$ cat src/rtl/uart_tx_arbiter.sv
// Round-robin arbiter sharing one UART transmitter among NREQ byte streams.
// A granted requester keeps the transmitter until its last byte or a HOLD_MAX idle timeout.
module uart_tx_arbiter #(
  parameter int NREQ     = 4,
  parameter int HOLD_MAX = 255
) (
  input  logic                     clk,
  input  logic                     rst,
  input  logic [NREQ-1:0]          req,
  input  logic [8*NREQ-1:0]        req_data,
  input  logic [NREQ-1:0]          req_last,
  output logic [NREQ-1:0]          req_ack,
  output logic                     tx_start,
  output logic [7:0]               tx_data,
  input  logic                     tx_busy,
  input  logic                     tx_done,
  output logic [$clog2(NREQ)-1:0]  grant_id,
  output logic                     grant_vld
);
  localparam int IDW = $clog2(NREQ);
  localparam int HCW = $clog2(HOLD_MAX + 1);

  typedef enum logic [1:0] {S_IDLE, S_START, S_WAIT, S_HOLD} state_t;

  state_t          r_state;
  logic [IDW-1:0]  r_ptr, r_gid;
  logic [HCW-1:0]  r_hold;
  logic            r_last, r_start, r_vld;
  logic [NREQ-1:0] r_ack;
  logic [7:0]      r_data;

  logic [IDW-1:0]  w_win, w_sel_id, w_ptr_nxt;
  logic            w_any, w_own_req, w_launch, w_release, w_sel_last;
  logic [7:0]      w_sel_data;
  logic [NREQ-1:0] w_sel_oh;
  logic [HCW-1:0]  w_hold_nxt;
  int              w_idx;

  // Reverse scan so the candidate closest to r_ptr is assigned last and wins.
  always_comb begin
    w_win = r_ptr;
    w_any = 1'b0;
    w_idx = 0;
    for (int k = NREQ - 1; k >= 0; k--) begin
      w_idx = (int'(r_ptr) + k) % NREQ;
      if (req[IDW'(w_idx)]) begin
        w_win = IDW'(w_idx);
        w_any = 1'b1;
      end
    end
  end

  always_comb begin
    w_sel_id   = (r_state == S_IDLE) ? w_win : r_gid;
    w_sel_data = '0;
    w_sel_last = 1'b0;
    w_sel_oh   = '0;
    for (int i = 0; i < NREQ; i++) begin
      if (IDW'(i) == w_sel_id) begin
        w_sel_data  = req_data[8*i +: 8];
        w_sel_last  = req_last[i];
        w_sel_oh[i] = 1'b1;
      end
    end
    w_own_req  = req[r_gid] && !tx_busy;
    w_ptr_nxt  = (int'(r_gid) == NREQ - 1) ? '0 : r_gid + 1'b1;
    w_hold_nxt = (r_hold == HCW'(HOLD_MAX)) ? r_hold : r_hold + 1'b1;
    w_launch   = ((r_state == S_IDLE) && w_any && !tx_busy) ||
                 ((r_state == S_WAIT) && tx_done && !r_last && w_own_req) ||
                 ((r_state == S_HOLD) && w_own_req);
    w_release  = ((r_state == S_WAIT) && tx_done && r_last) ||
                 ((r_state == S_HOLD) && !w_own_req && (w_hold_nxt == HCW'(HOLD_MAX)));
  end

  always_ff @(posedge clk or negedge rst) begin
    if (!rst) begin
      r_state <= S_IDLE;
      r_ptr   <= '0;
      r_gid   <= '0;
      r_hold  <= '0;
      r_last  <= 1'b0;
      r_start <= 1'b0;
      r_vld   <= 1'b0;
      r_ack   <= '0;
      r_data  <= 8'h00;
    end else begin
      r_ack   <= '0;
      r_start <= 1'b0;
      if (w_launch) begin
        r_state <= S_START;
        r_gid   <= w_sel_id;
        r_vld   <= 1'b1;
        r_data  <= w_sel_data;
        r_last  <= w_sel_last;
        r_ack   <= w_sel_oh;
        r_start <= 1'b1;
        r_hold  <= '0;
      end else if (w_release) begin
        r_state <= S_IDLE;
        r_ptr   <= w_ptr_nxt;
        r_vld   <= 1'b0;
        r_hold  <= '0;
      end else begin
        case (r_state)
          S_START: r_state <= S_WAIT;
          S_WAIT: if (tx_done) begin
            r_state <= S_HOLD;
            r_hold  <= '0;
          end
          S_HOLD:  r_hold <= w_hold_nxt;
          default: ;
        endcase
      end
    end
  end

  assign req_ack   = r_ack;
  assign tx_start  = r_start;
  assign tx_data   = r_data;
  assign grant_id  = r_gid;
  assign grant_vld = r_vld;
endmodule

$ cat config.mk
export PLATFORM = sky130hd
export DESIGN_NAME = uart_tx_arbiter
export DESIGN_NICKNAME = d
export VERILOG_FILES = /design/src/rtl/uart_tx_arbiter.sv
export SDC_FILE = /design/constraint.sdc
export NUM_CORES = 1
export LEC_CHECK = 0
export CORE_MARGIN = 2
export CORE_UTILIZATION = 40
export CTS_CLUSTER_DIAMETER = 60
export DETAILED_ROUTE_END_ITERATION = 16
export DONT_BUFFER_PORTS = 1
export SLEW_MARGIN = 20
export SYNTH_ARGS = -nofsm -noshare
export SYNTH_HDL_FRONTEND = slang
export SYNTH_SLANG_ARGS = --single-unit
$ cat constraint.sdc
create_clock -name clk -period 2.02 [get_ports clk]
set_input_delay 0.303 -clock clk [delete_from_list [all_inputs] [get_ports clk]]
set_output_delay 0.303 -clock clk [all_outputs]
set_load 0.01 [all_outputs]
==> flow_summary.ini, run 1 <==
[status]
status = complete, but fails checks
violations = setup timing

[floorplan]
die_area_um2 = 5240
initial_utilization_pct = 42.1
core_um2 = 4440
row_count = 24
die_height_um = 72.4
io_pins = 60
die_x_um = 72.4

[synth]
ys_types = 50
synth-async-reset-ratio_pct = 100
yosysMostFrequentCell = dfrtp_1
synth_top_family_by_area = compound AO/OA/AOI/OAI gates
synthesis.area_per_instance_um2 = 9.75
yosysSeqAreaShare_pct = 38.8
synthTopCellsByCount = 29 x dfrtp_1, 17 x nor2_1, 15 x a21oi_1, 14 x inv_1
synth_compound_area_share_pct = 24.3
synthAdderAreaFrac_pct = 3.34
yosys.area_share.simple_pct = 18.1
synth_area_leaders = dfrtp_1 39%, a21oi_1 4.0%, nor2_1 3.4%, ha_1 3.3%, mux2i_1 3.2%
synth_edf_count = 0
synth_xor_area_share_pct = 0.468
muxShareOfSynthArea_pct = 9.83
synth_fp_nets = 241
ys_seq_elements = 29
netlist_instances = 192
synth_top_area_share_pct = 38.8
syn_area_um2 = 1870
synthFlopType = dfrtp_1
yosysWarnings = 0
yosysTopAreaCell = dfrtp_1

[power_and_ir_drop]
power_switching_mw = 1.47
p_leak_nw = 1.04
ir_drop_mv = 0.902
power_mw = 3.55
p_per_area_nw_per_um2 = 1480
seqPwrFrac_pct = 28.1
intPower_mw = 2.08
p_clk_share_pct = 13.1
switching_share_pct = 41.5
pwr-share-comb_pct = 58.8

[min_path]
hp-class = input port to flip-flop
hold_path_end = r_last
hold_path.startpoint = req_last[3]
min_path_cells = 2

[clock_network]
clock_path_buffers = 2
h-tree-depth = 2
insertion_delay_ns = 0.28
clock_sinks = 29
cts_tree = built
cts_buffers = 5
cts_root_buf = clkbuf_8
clkTransAtPathRegs_ns = 0.07

[cells_and_area]
drive_gt1_share_pct = 35.1
n_antenna_cell = 0
areaGrowthSynthToFinish_pct = 28.1
final_nets = 273
n_fill_cell = 402

[critical_path]
r2r-start = r_ptr[1]
cp.required_ns = 2.17
r2r_slack_ns = -0.003
max_stage_delay_ns = 0.41
reg2reg_depth = 7
path_class = flip-flop to flip-flop
cp_slowest_cell = dfrtp_2
cp_cell_sequence = nand2b_4 > a21oi_4 > o41ai_4 > buf_4 > mux2_4 > a222oi_1 > a21oi_1
cp_max_fo = 7
reg2reg_to = tx_data[6]
cp_num_buf_inv = 1
crit_arrival_ns = 2.18
start_kind = flip-flop
cp_top_family = compound AO/OA/AOI/OAI gates
cp-end-kind = flip-flop

[place]
portBuffers = 0
dp_hpwl_um = 3380
place.gp.congestion = 0.872

[drt]
drtIter0Drc = 136
vias = 1660
firstDrtPassIters = 6
drtAntennaViolNets = 0
totalWireLength_um = 4840
viasPerCell = 5.99
drc_errors = 0
wl_per_cell_um = 17.5

[timing]
relSlewSlack_pct = 74.4
fin_skew_ns = 0.00458
setup_tns_ns = -0.00250
slew_viol_final = 0
max_freq_mhz = 494
worst_pin_slew_ns = 0.379
hold_viol_final = 0
rsz0062_at_grt = yes
fin_crit_ns = 2.02
period_share_pct = 100
setup_viol = 1
setup_slack_ns = -0.00250

[grt]
antenna_found_initial = 0
grt_max_degree = 30
grt_overflow = 0
grt_pass1_wl_um = 7890
first_global_vias = 1691
grt.total_usage_pct = 19.1

[job]
drv_cap = 0
==> how the worst max path moves through the flow <==
stage	start	endpoint	slack, ns	cells past startpoint
2_1_floorplan	grant_id[0]	r_ptr[0]	0.002	6
6_report	r_ptr[1]	tx_data[6]	-0.003	7
3_3_place_gp	r_ptr[1]	tx_data[0]	0.01	6
3_5_place_dp	r_ptr[1]	tx_data[0]	-0.08	6
4_1_cts	r_state[0]	tx_data[6]	-0.003	8
5_1_grt	r_ptr[1]	tx_data[6]	-0.11	7
==> layer usage <==
metal	GRT usage (%)	share of wire, %	routed length [µm]
met1	23.9	44	2110
met5	0	0	0
met4	6.79	1.5	72
met3	6.53	6.7	323
met2	30.6	48	2330
==> power by group through the flow <==
stage	combinational (mW)	clock, mW	sequential, mW
floorplan	1.23	0	0.993
global placement	1.63	0	0.991
detailed placement	1.70	0	0.998
CTS	1.85	0.478	0.994
global route	2.28	0.514	1.03
finish	2.09	0.466	0.997
==> final cells by class <==
cell class | count | area, µm² | area share (%)
Clock buffer | 5 | 68.8 | 2.87
Clock inverter | 3 | 17.5 | 0.731
Inverter | 14 | 55.1 | 2.30
Multi-Input combinational cell | 141 | 1160 | 48.3
Sequential cell | 29 | 729 | 30.4
Tap cell | 52 | 65.1 | 2.71
Timing Repair Buffer | 33 | 304 | 12.7
==> through the flow <==
stage          cells  instance area [µm²]  setup slack (ns)  hold slack [ns]  util (%)
2_1_floorplan    192                 1890           0.00220          0.00741         -
3_3_place_gp     256                 2070            0.0132          0.00840      46.6
3_5_place_dp     256                 2070           -0.0769          0.00820      46.6
4_1_cts          271                 2250          -0.00341            0.166      50.6
5_1_grt          277                 2400            -0.110            0.169      53.9
6_report         277                 2400          -0.00250            0.173      53.9
==> cell usage in the layout, fill, tap and decap left out, types with 2 or more instances in the layout <==
cell,Yosys,final
mux2i_1,6,6
buf_4,0,26
a21o_1,3,3
nor3_1,4,4
nand4_1,2,2
o21bai_1,3,2
buf_12,0,2
a31oi_1,6,5
o21a_1,2,2
nor2b_1,7,7
and3_1,2,2
o221ai_1,6,5
a211oi_2,2,2
ha_4,0,2
a21oi_2,2,2
mux2_4,0,3
nand3_1,6,5
dfrtp_2,0,3
clkinv_2,0,2
a41oi_1,2,2
inv_1,14,10
ha_1,5,2
a21oi_1,15,14
mux4_2,2,2
o221ai_2,1,2
and2_1,3,3
nand2b_1,6,5
nand2_1,7,6
nor3_2,3,3
o21ai_0,2,2
clkbuf_8,0,5
a222oi_1,3,3
buf_6,1,3
nor2_1,17,17
mux2_2,5,3
dfrtp_1,29,26
inv_2,0,3
==> kinds of logic (layout without fill, tap and decap cells) <==
family,after synthesis,after routing
adder cells (fa/ha/maj),5,5
flip-flops,29,29
AND/OR/NAND/NOR,62,62
buffers and inverters,22,55
AO/OA/AOI/OAI,58,58
multiplexers,15,15
XOR/XNOR,1,1
==> sequential cells by signal (all words and copies together) (netlist names) <==
signal	cells
tx_start	1
r_ptr	2
grant_id	2
r_hold	8
grant_vld	1
r_state	2
tx_data	8
req_ack	4
r_last	1
==> what timing repair did <==
action / 4_1_cts / 5_1_grt
setup endpoints to repair: 6 / 20
hold buffers: 2 / 0
setup buffers: 5 / 5
resized for setup: 8 / 21
endpoints found under the hold margin: 29 / 0
pin swaps: 5 / 12
cloned: 0 / 2
Note: power is estimated with default switching activity, not from simulation.
==> inputs of run 2 (changes only) <==
--- a/config.mk
+++ b/config.mk
@@ -5,6 +5,8 @@
 export SDC_FILE = /design/constraint.sdc
 export NUM_CORES = 1
 export LEC_CHECK = 0
+export ABC_AREA = 1
+export CORE_ASPECT_RATIO = 0.6
 export CORE_MARGIN = 2
 export CORE_UTILIZATION = 40
 export CTS_CLUSTER_DIAMETER = 60
==> run 2 against run 1 <==
Net effect:
- power up 20%
- clock skew up 0.0038 ns
- register-to-register slack about the same
- the flow still finishes with violations (setup timing)
- worst hold slack better by 0.068 ns
- sequential cell count unchanged
- cell area up 13%
- utilization down 1.2 points
- critical path type unchanged
- synthesized cell count up 61%
- via count up 25%
- maximum frequency down 0.65%
- largest power group unchanged
==> flow_summary.ini, run 2 <==
[status]
violations = setup timing
status = complete, but fails checks

[power_and_ir_drop]
ir_drop_mv = 0.620
p_leak_nw = 1.44
p_per_area_nw_per_um2 = 1560
power_mw = 4.25

[timing]
setup_viol = 2
fin_skew_ns = 0.00843
hold_viol_final = 0
relSlewSlack_pct = 73.1
fin_crit_ns = 2.04
max_freq_mhz = 491
rsz0062_at_grt = yes
period_share_pct = 101
worst_pin_slew_ns = 0.399
slew_viol_final = 0
setup_slack_ns = -0.0158

[grt]
first_global_vias = 1745
antenna_found_initial = 0
grt_pass1_wl_um = 8690
grt_overflow = 0
grt_max_degree = 30
grt.total_usage_pct = 18.6

[cells_and_area]
drive_gt1_share_pct = 28.3
n_antenna_cell = 0
postLayoutCellArea_um2 = 2720
final_nets = 387
layout_commonest_cell = nand2_1
final_cell_mix = 82 x nand2_1, 39 x inv_1, 35 x nand3_1, 27 x dfrtp_1, 21 x buf_4
areaGrowthSynthToFinish_pct = 25.0

[synth]
synth_top_family_by_area = simple AND/OR/NAND/NOR gates
synthTopCellsByCount = 93 x nand2_1, 39 x inv_1, 39 x nand3_1, 29 x dfrtp_1, 18 x nor2_1
synthAdderAreaFrac_pct = 2.88
synth_xor_area_share_pct = 1.61
yosysTopAreaCell = dfrtp_1
yosysSeqAreaShare_pct = 33.4
yosysMostFrequentCell = nand2_1
synth_area_leaders = dfrtp_1 33%, nand2_1 16%, nand3_1 9.0%, inv_1 6.7%, nand2_2 3.7%
ys_seq_elements = 29
yosysWarnings = 0
synth_top_area_share_pct = 33.4
netlist_instances = 309
synthesis.area_per_instance_um2 = 7.03
synth_fp_nets = 358
synthFlopType = dfrtp_1
ys_types = 33
synth_edf_count = 0
syn_area_um2 = 2170
muxShareOfSynthArea_pct = 0
yosys.area_share.simple_pct = 37.7
synth-async-reset-ratio_pct = 100
synth_compound_area_share_pct = 13.4

[floorplan]
die_area_um2 = 6060
initial_utilization_pct = 42.2
die_height_um = 61.1
row_count = 20
io_pins = 60
die_x_um = 99.2
core_um2 = 5150

[clock_network]
cts_root_buf = clkbuf_8
insertion_delay_ns = 0.28
clkTransAtPathRegs_ns = 0.07
cts_buffers = 5
clock_sinks = 29
cts_tree = built
clock_path_buffers = 2
h-tree-depth = 2

[critical_path]
crit_arrival_ns = 2.20
path_class = flip-flop to flip-flop
cp-end-kind = flip-flop
cp.required_ns = 2.19
start_kind = flip-flop
max_stage_delay_ns = 0.40
crit_top_cell = nand2_4
cp_max_fo = 8
cp_cell_sequence = ha_4 > nand2_2 > inv_2 > nand3_2 > nor2_4 > nand2_4 > o21ai_2 > nand2_1 > nor3b_2 > nand3_2 > nand2_4 > nand2_4 > nand2_2 > o21ai_2
cp_slowest_cell = dfrtp_1

[drt]
drc_errors = 0
wl_per_cell_um = 14.6
drtAntennaViolNets = 0
totalWireLength_um = 5900
drtIter0Drc = 89
vias = 2069
viasPerCell = 5.11
firstDrtPassIters = 6

[place]
dp_hpwl_um = 4060
place.gp.congestion = 0.882
postPlaceCellArea_um2 = 2280
portBuffers = 0

[min_path]
hp-class = input port to flip-flop

[job]
drv_cap = 0
==> run 2: worst max-delay path: cells and delay by family, from the launching register on <==
kind                       cells  cell delay [ns]
and+or+nand+nor               10             1.15
DFF                            1             0.40
adders and majority gates      1             0.17
AOI/OAI and AO/OA              2             0.13
buffers and inverters          1             0.08
==> run 2: layout make-up <==
cell class,instances,area (µm²)
timing repair buffer,28,289
tap,66,82.6
clock inverter,1,5.00
fill,485,2440
multi-input combinational,229,1340
sequential,29,728
clock buffer,7,96.3
inverter,45,175
==> run 2: report_power, final <==
part | leakage, nW | internal (mW) | switching, mW
clock network | 0.0542 | 0.308 | 0.236
registers | 0.374 | 0.776 | 0.241
logic | 1.01 | 1.10 | 1.59
total | 1.44 | 2.18 | 2.06
==> run 2: per-stage QoR <==
step	setup slack, ns	utilization (%)	TNS [ns]	hold slack (ns)	std cells
2_1_floorplan	0.214	-	0	0.00741	309
5_1_grt	-0.147	52.7	-1.90	0.273	405
6_report	-0.0158	52.7	-0.0221	0.241	405
3_3_place_gp	-0.0236	44.2	-0.0480	0.00800	379
3_5_place_dp	-0.0334	44.2	-0.135	0.00799	379
4_1_cts	0.00951	47.0	0	0.247	390
==> run 2: path summary, 6_finish.rpt <==
check	from	end	slack [ns]	cells after the start
min in group asynchronous	rst	r_hold[5]	0.45	2
hold / removal	req_data[17]	tx_data[1]	0.24	4
hold reg to reg	r_last	r_last	0.54	2
setup reg to reg	r_hold[0]	r_ptr[0]	-0.02	14
setup / recovery	r_hold[0]	r_ptr[0]	-0.02	14
max in group asynchronous	rst	r_ptr[1]	1.38	2
==> run 2: metal layers <==
metal  vias up  routed length, µm  GRT usage (%)
met2        65               2490           25.7
met4         0                 19           4.70
met1       952               2960           28.2
met3         2                425           5.45
met5         -                  0              0
li1       1050                  -              -
==> run 2: logic make-up (layout without fill, tap and decap cells) <==
group,count (synthesis),after routing
AOI/OAI and AO/OA,44,44
xor gates and xnor gates,4,4
adders and majority gates,5,5
buffers and inverters,52,81
DFF,29,29
and+or+nand+nor,175,176
==> run 2: timing repair <==
item,CTS,global route
endpoints found under the hold margin,29,0
setup endpoints to repair,10,24
pin swaps,0,15
hold buffers,2,0
cloned,0,3
setup buffers,1,12
gates resized for setup,2,38
==> inputs of run 3 (changes only) <==
--- a/config.mk
+++ b/config.mk
@@ -8,10 +8,11 @@
 export ABC_AREA = 1
 export CORE_ASPECT_RATIO = 0.6
 export CORE_MARGIN = 2
-export CORE_UTILIZATION = 40
+export CORE_UTILIZATION = 50
 export CTS_CLUSTER_DIAMETER = 60
 export DETAILED_ROUTE_END_ITERATION = 16
 export DONT_BUFFER_PORTS = 1
+export PLACE_DENSITY = 0.68
 export SLEW_MARGIN = 20
 export SYNTH_ARGS = -nofsm -noshare
 export SYNTH_HDL_FRONTEND = slang
==> run 3 against run 2 <==
Net effect:
- the run still ends with setup timing left
- clock power fell by 5.0%
- cell count fell by 1.2%
- combinational power barely moved
- via count rose by 2.7%
- non-clock buffer count rose by 1
- register-to-register slack barely moved
- sequential cell count did not move
- critical path depth fell by 1
- largest cell class unchanged
==> flow_summary.ini, run 3 (synthesized netlist as in run 2, its figures left out) <==
[status]
status = complete, but fails checks
violations = setup timing

[drt]
firstDrtPassIters = 4
viasPerCell = 5.31
drtAntennaViolNets = 0
vias = 2125
totalWireLength_um = 5770
drc_errors = 0
wl_per_cell_um = 14.4
drtIter0Drc = 88

[floorplan]
die_x_um = 89.1
die_height_um = 55.1
row_count = 18
die_area_um2 = 4910
io_pins = 60
core_um2 = 4140
initial_utilization_pct = 52.4

[place]
dp_hpwl_um = 3910
place.gp.congestion = 0.802
placed_cells = 375
portBuffers = 0
postPlaceCellArea_um2 = 2270

[power_and_ir_drop]
p_clk_share_pct = 12.2
p_per_area_nw_per_um2 = 1570
ir_drop_mv = 0.660
seqPwrFrac_pct = 24.1
intPower_mw = 2.16
pwr-share-comb_pct = 63.7
power_switching_mw = 2.07
switching_share_pct = 49.0
p_leak_nw = 1.41

[clock_network]
clock_sinks = 29
insertion_delay_ns = 0.29
h-tree-depth = 2
cts_root_buf = clkbuf_8
clkTransAtPathRegs_ns = 0.07
cts_buffers = 5
cts_tree = built
clock_path_buffers = 2

[cells_and_area]
multi_input_area_um2 = 1350
areaGrowthSynthToFinish_pct = 23.9
postLayoutCellArea_um2 = 2690
fin_util_pct = 65.0
finalNonFillerCells = 400
n_antenna_cell = 0
n_fill_cell = 369
drive_gt1_share_pct = 30.0
seq_area_um2 = 729
final_cell_mix = 78 x nand2_1, 39 x inv_1, 33 x nand3_1, 26 x dfrtp_1, 23 x nand2_2
layout_commonest_cell = nand2_1
final_nets = 388

[critical_path]
path_class = flip-flop to flip-flop
crit_arrival_ns = 2.23
cp_max_fo = 8
cp-end-kind = flip-flop
start_kind = flip-flop
cp.required_ns = 2.20

[grt]
first_global_vias = 1790
grt_pass1_wl_um = 8410
antenna_found_initial = 0
grt_max_degree = 30
grt.total_usage_pct = 23.1
grt_overflow = 0

[job]
drv_cap = 0

[timing]
max_freq_mhz = 489
worst_pin_slew_ns = 0.510
fin_skew_ns = 0.00710
setup_slack_ns = -0.0262
period_share_pct = 101
setup_tns_ns = -0.0412
relSlewSlack_pct = 65.9
rsz0062_at_grt = yes
holdWs_ns = 0.238
hold_viol_final = 0
fin_crit_ns = 2.05
slew_viol_final = 0
setup_viol = 2

[min_path]
hp-class = input port to flip-flop
[run 3: cell count changes in the layout (fill, tap and decap cells not counted), sizes merged]
cell | before | now
buf | 25 | 27
clkinv | 2 | 3
clkbuf | 9 | 7
[run 3: final timing paths]
kind	from	end	slack, ns	cells past startpoint
worst min-delay path	req_data[13]	tx_data[5]	0.24	4
worst max register to register	r_hold[0]	r_ptr[1]	-0.03	13
worst min register to register	r_last	r_last	0.53	2
min in group asynchronous	rst	r_hold[4]	0.46	2
max in group asynchronous	rst	grant_id[0]	1.38	2
worst max-delay path	r_hold[0]	r_ptr[1]	-0.03	13
[run 3: timing repair]
action / in CTS / in global routing
endpoints found under the setup margin: 0 / 24
gates resized for setup: 0 / 47
hold buffers: 2 / 0
buffers inserted: 0 / 13
endpoints found under the hold margin: 29 / 0
[run 3: power by group through the flow]
stage | Combinational (mW) | Sequential (mW) | Clock, mW
after global placement | 2.07 | 1.02 | 0
after floorplan | 1.74 | 0.950 | 0
after CTS | 2.11 | 1.01 | 0.523
final | 2.69 | 1.02 | 0.517
after detailed placement | 2.08 | 1.01 | 0
after global routing | 3.01 | 1.04 | 0.550
[run 3: metal layers]
layer | vias to the layer above | track usage, % | routed length [µm]
li1 | 1050 | - | -
met5 | - | 0 | 0
met4 | 0 | 7.71 | 74
met2 | 85 | 31.6 | 2440
met3 | 10 | 9.35 | 504
met1 | 980 | 32.9 | 2750
[run 3: cell type report]
| type | count | share of cell area (%) |
|---|---|---|
| clock buffers | 6 | 3.07 |
| inverters | 45 | 6.51 |
| repair buffers | 29 | 9.99 |
| clock inverters | 2 | 0.511 |
| flip-flops and latches | 29 | 27.1 |
| well taps | 60 | 2.79 |
| multi-input cells | 229 | 50.0 |
[run 3: per-stage QoR]
stage	setup WS (ns)	total power, mW
CTS	0.00669	3.64
detailed placement	0.0141	3.09
global placement	0.0475	3.08
global route	-0.173	4.60
floorplan	0.214	2.69
finish	-0.0262	4.23
[run 3: worst max-delay path, stage by stage (launching register included)]
cell,delay [ns]
dfrtp_1,0.38
ha_2,0.21
nand2_2,0.06
inv_2,0.07
nand3_2,0.09
nor2_4,0.13
nand2_4,0.12
xor2_2,0.18
nor3b_2,0.22
nand3_2,0.17
nand2_4,0.12
nand2_4,0.07
nand2_2,0.07
nand2_2,0.05
